[config.mk]
export PLATFORM = sky130hd
export DESIGN_NAME = rx_pipeline_sequencer
export DESIGN_NICKNAME = d
export VERILOG_FILES = /design/src/rtl/rx_pipeline_sequencer.sv
export SDC_FILE = /design/constraint.sdc
export NUM_CORES = 1
export LEC_CHECK = 0
export CORE_MARGIN = 2
export CORE_UTILIZATION = 40
export DETAILED_ROUTE_END_ITERATION = 10
export GPL_TIMING_DRIVEN = 0
export PLACE_DENSITY = 0.71
export SLEW_MARGIN = 20
export SYNTH_ARGS = -nofsm -noshare
export SYNTH_HDL_FRONTEND = slang
export SYNTH_SLANG_ARGS = --single-unit
[constraint.sdc]
create_clock -name crx_clk -period 1.6 [get_ports crx_clk]
set_input_delay 0.32 -clock crx_clk [delete_from_list [all_inputs] [get_ports crx_clk]]
set_output_delay 0.32 -clock crx_clk [all_outputs]
set_load 0.02 [all_outputs]
[src/rtl/rx_pipeline_sequencer.sv]
// rx_pipeline_sequencer
//   Per-sample scheduler for the rx chain: low-pass -> band-pass (decimated)
//   -> correlator (one run per reference sequence) -> peak identification.
//   Each accepted ADC strobe gives one o_lp_en. Every DECIM-th accepted sample
//   also gives o_bp_en. The correlator then runs NUM_SEQ start/done rounds,
//   and one o_peak_en follows.
//
// Optional feature: define RX_SEQ_TIMEOUT_EN to add a done watchdog in WAIT.
//
// Ports
//   crx_clk, rrx_rst    clock, asynchronous active-high reset
//   erx_en              block enable; low aborts the frame and parks in IDLE
//   inew_sample         strobe, new ADC sample
//   i_corr_done         strobe, correlator finished current sequence
//   i_clr_overrun       clears o_overrun / o_timeout_err
//   o_lp_en, o_bp_en    filter consume pulses
//   o_corr_start        correlation start pulse
//   o_corr_seq_sel      current sequence index
//   o_peak_en           peak identification pulse
//   o_timestamp         decimated-sample count, latched at band-pass enable
//   o_busy              FSM not IDLE
//   o_overrun           sticky, strobe arrived while busy
//   o_timeout_err       sticky, correlator done missing (0 without the watchdog)
module rx_pipeline_sequencer #(
  parameter int DECIM   = 4,
  parameter int NUM_SEQ = 4,
  parameter int SEQ_W   = 4,
  parameter int LP_LAT  = 1,
  parameter int TIMEOUT = 24
) (
  input  logic             crx_clk,
  input  logic             rrx_rst,
  input  logic             erx_en,
  input  logic             inew_sample,
  input  logic             i_corr_done,
  input  logic             i_clr_overrun,
  output logic             o_lp_en,
  output logic             o_bp_en,
  output logic             o_corr_start,
  output logic [SEQ_W-1:0] o_corr_seq_sel,
  output logic             o_peak_en,
  output logic [15:0]      o_timestamp,
  output logic             o_busy,
  output logic             o_overrun,
  output logic             o_timeout_err
);

  localparam int DW = (DECIM > 1) ? $clog2(DECIM) : 1;
  localparam logic [DW-1:0]    DECIM_LAST = DW'(DECIM - 1);
  localparam logic [SEQ_W-1:0] SEQ_LAST   = SEQ_W'(NUM_SEQ - 1);
  localparam logic [3:0]       LAT_LAST   = 4'((LP_LAT == 0) ? 0 : LP_LAT - 1);

  typedef enum logic [2:0] {IDLE, LP, LPWAIT, BP, START, WAIT, PEAK} state_t;

  state_t           state, nxt;
  logic [DW-1:0]    decim_cnt;
  logic [15:0]      ts_cnt;
  logic [SEQ_W-1:0] seq_idx;
  logic [3:0]       lat_cnt;
  logic             decide, adv, tmo;
  logic             last_decim, last_seq;

  assign last_decim = (decim_cnt == DECIM_LAST);
  assign last_seq   = (seq_idx == SEQ_LAST);

`ifdef RX_SEQ_TIMEOUT_EN
  localparam int TW = $clog2(TIMEOUT + 1);
  logic [TW-1:0] wcnt;
  logic          tmo_hit;
  assign tmo_hit = (wcnt == TW'(TIMEOUT - 1));
`else
  logic tmo_hit;
  assign tmo_hit = 1'b0;
`endif

  // decide: end of LP latency, band-pass/skip decision taken this cycle.
  // adv: correlator round finished (done or watchdog expiry).
  always_comb begin
    nxt    = state;
    decide = 1'b0;
    adv    = 1'b0;
    tmo    = 1'b0;
    case (state)
      IDLE:   if (inew_sample) nxt = LP;
      LP: begin
        if (LP_LAT == 0) begin
          decide = 1'b1;
          nxt    = last_decim ? BP : IDLE;
        end else begin
          nxt = LPWAIT;
        end
      end
      LPWAIT: begin
        if (lat_cnt == LAT_LAST) begin
          decide = 1'b1;
          nxt    = last_decim ? BP : IDLE;
        end
      end
      BP:     nxt = START;
      START:  nxt = WAIT;
      WAIT: begin
        // done on the expiry cycle wins, so no error in that case
        if (i_corr_done) adv = 1'b1;
        else if (tmo_hit) begin
          adv = 1'b1;
          tmo = 1'b1;
        end
        if (adv) nxt = last_seq ? PEAK : START;
      end
      PEAK:   nxt = IDLE;
      default: nxt = IDLE;
    endcase
    if (!erx_en) begin
      nxt    = IDLE;
      decide = 1'b0;
      adv    = 1'b0;
      tmo    = 1'b0;
    end
  end

  always_ff @(posedge crx_clk or posedge rrx_rst) begin
    if (rrx_rst) begin
      state       <= IDLE;
      decim_cnt   <= '0;
      ts_cnt      <= '0;
      seq_idx     <= '0;
      lat_cnt     <= '0;
      o_timestamp <= '0;
      o_overrun   <= 1'b0;
    end else begin
      state <= nxt;
      if (state == LP) lat_cnt <= '0;
      else if (state == LPWAIT && erx_en) lat_cnt <= lat_cnt + 4'd1;
      if (decide) decim_cnt <= last_decim ? '0 : decim_cnt + DW'(1);
      if (state == BP && erx_en) begin
        o_timestamp <= ts_cnt;
        ts_cnt      <= ts_cnt + 16'd1;
        seq_idx     <= '0;
      end
      if (adv && !last_seq) seq_idx <= seq_idx + SEQ_W'(1);
      // a new drop event outranks the clear
      if (inew_sample && state != IDLE) o_overrun <= 1'b1;
      else if (i_clr_overrun)           o_overrun <= 1'b0;
    end
  end

`ifdef RX_SEQ_TIMEOUT_EN
  always_ff @(posedge crx_clk or posedge rrx_rst) begin
    if (rrx_rst) begin
      wcnt          <= '0;
      o_timeout_err <= 1'b0;
    end else begin
      if (state == WAIT) wcnt <= wcnt + TW'(1);
      else               wcnt <= '0;
      if (tmo)                o_timeout_err <= 1'b1;
      else if (i_clr_overrun) o_timeout_err <= 1'b0;
    end
  end
`else
  assign o_timeout_err = 1'b0;
`endif

  // pulses are suppressed in the cycle the block is disabled
  assign o_lp_en        = (state == LP)    && erx_en;
  assign o_bp_en        = (state == BP)    && erx_en;
  assign o_corr_start   = (state == START) && erx_en;
  assign o_peak_en      = (state == PEAK)  && erx_en;
  assign o_corr_seq_sel = seq_idx;
  assign o_busy         = (state != IDLE);

endmodule

# Word-level counts from Yosys, hierarchy flattened
# Index checks and enable logic that the tools add are counted.
[word_totals] latch_bits=0 ram_bits=0 mem_count=0 wordCells=58 ff_bits=46 output_inout_bits=27 mem_bits_ro=0
[op_classes] mux=21 order_cmp=0 multipliers=0 shifts=0 div_mod_pow=0 n_bitwise=0 n_addsub=4 reduce_logical=15 n_eq_ne=11
[op_table] op="$pmux 3 s6" n=1
[op_table] op="$add 16x1->16 const B" n=1
[op_table] op="$mux 4" n=4
[op_table] op="$mux 3" n=4
[op_table] op="$eq 3x3->1 const B" n=3
[op_table] op="$mux 1" n=9
[op_table] op="$ne 3x3->1 const B" n=3
[op_table] op="$add 4x1->4 const B" n=2
[op_table] op="$logic_and 1x1->1" n=7
[op_table] op="$eq 3x2->1 const B" n=2
[op_table] op="$mux 2" n=3
[op_table] op="$reduce_bool 2->1" n=3
[op_table] op="$eq 4x2->1 const B" n=1
[op_table] op="$logic_not 4->1" n=1
[op_table] op="$eq 3x1->1 const B" n=1
[op_table] op="$logic_not 3->1" n=1
[op_table] op="$reduce_and 3->1" n=1
[op_table] op="$reduce_bool 3->1" n=1
[op_table] op="$add 2x1->2 const B" n=1
[op_table] op="$eq 2x2->1 const B" n=1
[op_table] op="$logic_not 1->1" n=1

# Logic depth before layout (Yosys ltp)
[depth] depth_word=6 depth_mapped=5

# Least setup slack after synthesis
# OpenSTA, ideal clock, no wires.
[synth_path] path_type="register -> register" start="register seq_idx[0], in the netlist o_corr_seq_sel[0]" end="register seq_idx[1], in the netlist o_corr_seq_sel[1]" path_stages_with_launch=6 n_path_buf=0 setup_ps=120 path_slack_ps=22 arrival_ps=1458 t_required_ps=1480 synth_period_minus_slack_ps=1578 cell_sequence="dfrtp_1 > ha_1 > or3b_1 > nand4b_4 > nor2_1 > a31o_2"
[synth_via] elab_chain_len=4
[synth_lines] item="from (decl)" line_no="58" rtl="logic [SEQ_W-1:0] seq_idx;"
[synth_lines] item="from (signal assigned)" line_no="140" rtl="if (adv && !last_seq) seq_idx <= seq_idx + SEQ_W'(1);"
[synth_lines] item="parallel branches: the longest is 4 deep, another holds $add 4x1->4"
# Several ways; the timed one is not identified.
# A chain may end at the register's enable or synchronous reset.

# Worst setup path in the final report
[layout_path] start="register state[1]" end="output o_busy"
[layout_via] elab_chain_len=1
[layout_lines] item="from (decl)" line_no="55" rtl="state_t state, nxt;"
[layout_lines] item="from (signal assigned)" line_no="131" rtl="state <= nxt;"
[layout_lines] item="$reduce_bool 3->1" line_no="169" rtl="assign o_busy = (state != IDLE);"
[layout_lines] item="to (decl)" line_no="43" rtl="output logic o_busy,"
# No other way between the ends.

==> qor.txt <==
SYNTHESIS
-----------------------------------------------------------------------------------
Yosys warnings                                                                    0
Synthesized flop and latch total                                                 46
Ranking of synthesized cells by instance count                         nand2_1 (64), dfrtp_1 (46), xnor2_1 (13)
Most instantiated library cell after synthesis                              nand2_1
Simple logic cell fraction of the synthesized area                            0.248
Sequential cell area fraction in the yosys report                             0.528
Library cells used by synthesis                                                  39
Synthesized Nets                                                                232
Post-synthesis xor/xnor area fraction                                        0.0643
Post-synthesis instance area                                             2180 sq um
Number of flops mapped to enable cells by yosys                                   0
Main combinational cell family by area after synthesis                 simple AND/OR/NAND/NOR gates
Area fraction of the dominant cell type after synthesis                       0.528
Syn avg cell area                                                        9.87 sq um
Cell count after synthesis                                                      221
Top cells by area in the synthesized netlist                           dfrtp_1 (53%), nand2_1 (11%), xnor2_1 (5.2%)
Async SR Flop Fraction                                                         1.00
Synth Area in Adders                                                         0.0287
Yosys top cell by area                                                      dfrtp_1
Most instantiated flip-flop cell in the synthesis netlist                   dfrtp_1
Synthesized-area fraction occupied by ao, oa, aoi and oai cells              0.0775
Fraction of synthesized area in multiplexers                                 0.0143

WORST SETUP PATH
-----------------------------------------------------------------------------------
Required time worst endpoint                                                1.28 ns
Setup crit start kind                                                     flip-flop
Setup CP Type                                                          flip-flop to output port
Cell Chain, Critical Path                                              buf_6, or3_4, buf_6
R2R Setup Slk                                                               0.07 ns
Kind of cell adding the most delay to the critical path                  flip-flops
Worst reg2reg path depth                                                          4
Max stage delay cell, worst path                                            dfrtp_2
Cell with the most instances on the worst path                                buf_6
Kind of capture point of the worst setup path                           output port
Worst path buffer plus inverter count                                             2
Data arrival time of the critical path                                      1.38 ns
CP peak stage delay                                                         0.44 ns
Critical register-to-register path endpoint                            decim_cnt[1]
Maximum fanout along the worst path                                               4
Startpoint of the worst-slack reg-to-reg timing path                       state[2]
WP depth                                                                          3

FINISH
-----------------------------------------------------------------------------------
Share of the core filled with cells in the final layout                       0.561
Number of nets in the layout                                                    284
Diode insertion count for antenna repair                                          0
Synthesis-to-layout area growth                                               33.1%
Fraction of layout cells with a size suffix above 1                           0.190
Count of placed standard cells in the final layout, fillers left out            344

GLOBAL ROUTE
-----------------------------------------------------------------------------------
Global-route wire length before repair                                      7980 um
Number of global-route vias before repair                                     1,782
Largest net degree at the start of global routing                                35
Global router's overall resource usage                                        0.162
Final global-route overflow total                                                 0
Initial antenna violation count                                                   0

FLOORPLANNING
-----------------------------------------------------------------------------------
Vert. Die Dim                                                               77.8 um
Core region area                                                         5170 sq um
Floorplan die area                                                       6060 sq um
Starting density of the core                                                  0.422
Number of primary I/O pins                                                       33
Number of placement rows                                                         26
Width of the die                                                            77.8 um

ROUTE
-----------------------------------------------------------------------------------
Detail-routed net length per standard cell                                  13.1 um
Via-per-instance ratio                                                         4.96
Count of unresolved DRC violations after routing                                  0
Final Routed Wirelength                                                     4520 um
Detailed Routing Iterations Pass 1                                                4
Number of vias after detailed routing                                         1,706
Antenna Violating Nets Remaining                                                  0
Number of DRC markers in iteration 0                                             55

POWER AND IR DROP
-----------------------------------------------------------------------------------
Leakage                                                                     1.76 nW
Switching Fraction                                                            0.253
Power, Total                                                              0.00247 W
Clock share of power                                                          0.347
Cell Pwr Density                                                        852 nW/um^2
VDD IR max                                                                 0.471 mV
Total net switching power                                                0.000625 W
Int Power                                                                 0.00185 W
Comb power frac                                                               0.131
Sequential fraction of design power                                           0.523

STA
-----------------------------------------------------------------------------------
Max Freq                                                                    587 MHz
Final worst path period share                                                  1.06
Hold violation count in the final report                                          0
Crit path setup slack, layout                                             -0.102 ns
Count of endpoints failing setup in the final report                              3
Setup repair after global routing missed its margin                             yes
Hold Slack                                                                 0.295 ns
Largest clock skew in the final design                                   0.00711 ns
Clock period minus worst slack                                              1.70 ns
Final Max Tran Viols                                                              0

CLOCK NETWORK
-----------------------------------------------------------------------------------
Clock Tree Buf Depth                                                              2
Total clock sinks                                                                46
Clock transition at path regs                                               0.08 ns
Root buffer cell                                                           clkbuf_8
TritonCTS clock tree                                                            yes
Number of CTS-inserted buffers                                                    5
Worst-skew pair later-pin latency                                           0.29 ns
Maximum level of the CTS H-tree                                                   2

FLOW RUN
-----------------------------------------------------------------------------------
Number of max-cap violations                                                      0

WORST HOLD PATH
-----------------------------------------------------------------------------------
Worst hold-check path type                                             input port to async pin

OUTCOME
-----------------------------------------------------------------------------------
Failing checks                                                         negative setup slack
Status                                                                 complete, but fails checks

PLACED DESIGN
-----------------------------------------------------------------------------------
Placed cell count                                                               323
RD Place Congestion                                                           0.816
Port-buffer cells                                                                31
Dpl hpwl                                                                    3090 um

==> what timing repair did <==
item,4_1_cts,5_1_grt
endpoints found under the setup margin,11,25
resized for setup,45,29
hold endpoints to repair,0,0
buffers inserted,6,7
pin swaps,1,3
hold buffers,0,0
==> layer usage <==
layer	GRT usage	up-vias	wire (um)
li1	-	839	-
met5	0	-	0
met4	0.0286	0	26
met1	0.199	841	1970
met3	0.0360	5	140
met2	0.293	21	2380
==> stage by stage <==
stage	setup TNS [ns]	cell area, sq um	worst slack (ns)
after CTS	-0.312	2770	-0.126
after detailed placement	-9.23	2600	-0.810
after global placement	-45.45	2580	-0.815
final	-0.183	2900	-0.102
after global routing	-0.421	2900	-0.132
after floorplan	0	2180	0.0222
==> area by class of cell <==
type / count / area [sq um]
inverter: 10 / 40.0
sequential: 46 / 1150
tap: 70 / 87.6
buffer: 9 / 80.1
clock inverter: 2 / 37.5
fill: 471 / 2270
multi-input combinational: 156 / 970
clock buffer: 6 / 72.6
timing repair buffer: 45 / 462
==> power by group through the flow <==
stage | Sequential, W | Clock (W) | Combinational, W
finish | 0.00129 | 0.000857 | 0.000323
global route | 0.00130 | 0.000923 | 0.000368
CTS | 0.00129 | 0.000885 | 0.000315
detailed placement | 0.00131 | 0 | 0.000299
global placement | 0.00131 | 0 | 0.000281
floorplan | 0.00131 | 0 | 0.000188
==> sequential cells by signal (all words and copies together) (netlist names) <==
name / cells
decim_cnt: 2
state: 3
o_timestamp: 16
o_overrun: 1
ts_cnt: 16
o_corr_seq_sel: 4
lat_cnt: 4
==> worst reg2reg max path, stage by stage, from the launching register on <==
cell     delay [ns]
dfrtp_1        0.41
buf_4          0.14
nor2b_1        0.31
nand4_1        0.24
mux2_2         0.32
==> layout by cell type (no fill, tap or decap), drive strengths merged, types with 4 or more instances in the layout <==
master          n
a21oi           6
and3            5
buf            24
clkbuf         10
clkdlybuf4s50   5
dfrtp          46
dlygate4sd2     4
dlymetal6s2s   16
ha              5
inv            10
nand2          64
nand3           5
nand4           7
nor2            4
nor2b           4
nor3            7
o21ai           6
xnor2          13
==> how the worst max path moves through the flow <==
| stage | slack (ns) | endpoint | start |
|---|---|---|---|
| 2_1_floorplan | 0.02 | o_corr_seq_sel[1] | o_corr_seq_sel[0] |
| 3_3_place_gp | -0.81 | o_bp_en | erx_en |
| 3_5_place_dp | -0.81 | o_bp_en | erx_en |
| 4_1_cts | -0.13 | o_busy | state[1] |
| 5_1_grt | -0.13 | o_busy | state[1] |
| 6_report | -0.10 | o_busy | state[1] |
==> cells by family (layout without fill, tap and decap cells) <==
| group | count (synthesis) | in the layout |
|---|---|---|
| compound gates | 26 | 26 |
| xor+xnor | 16 | 16 |
| other cells | 1 | 1 |
| mux | 3 | 3 |
| simple gates | 105 | 105 |
| fa+ha+maj | 5 | 5 |
| flops | 46 | 46 |
| buf+inv | 19 | 72 |
No activity file was read; power rests on OpenSTA's default activity.
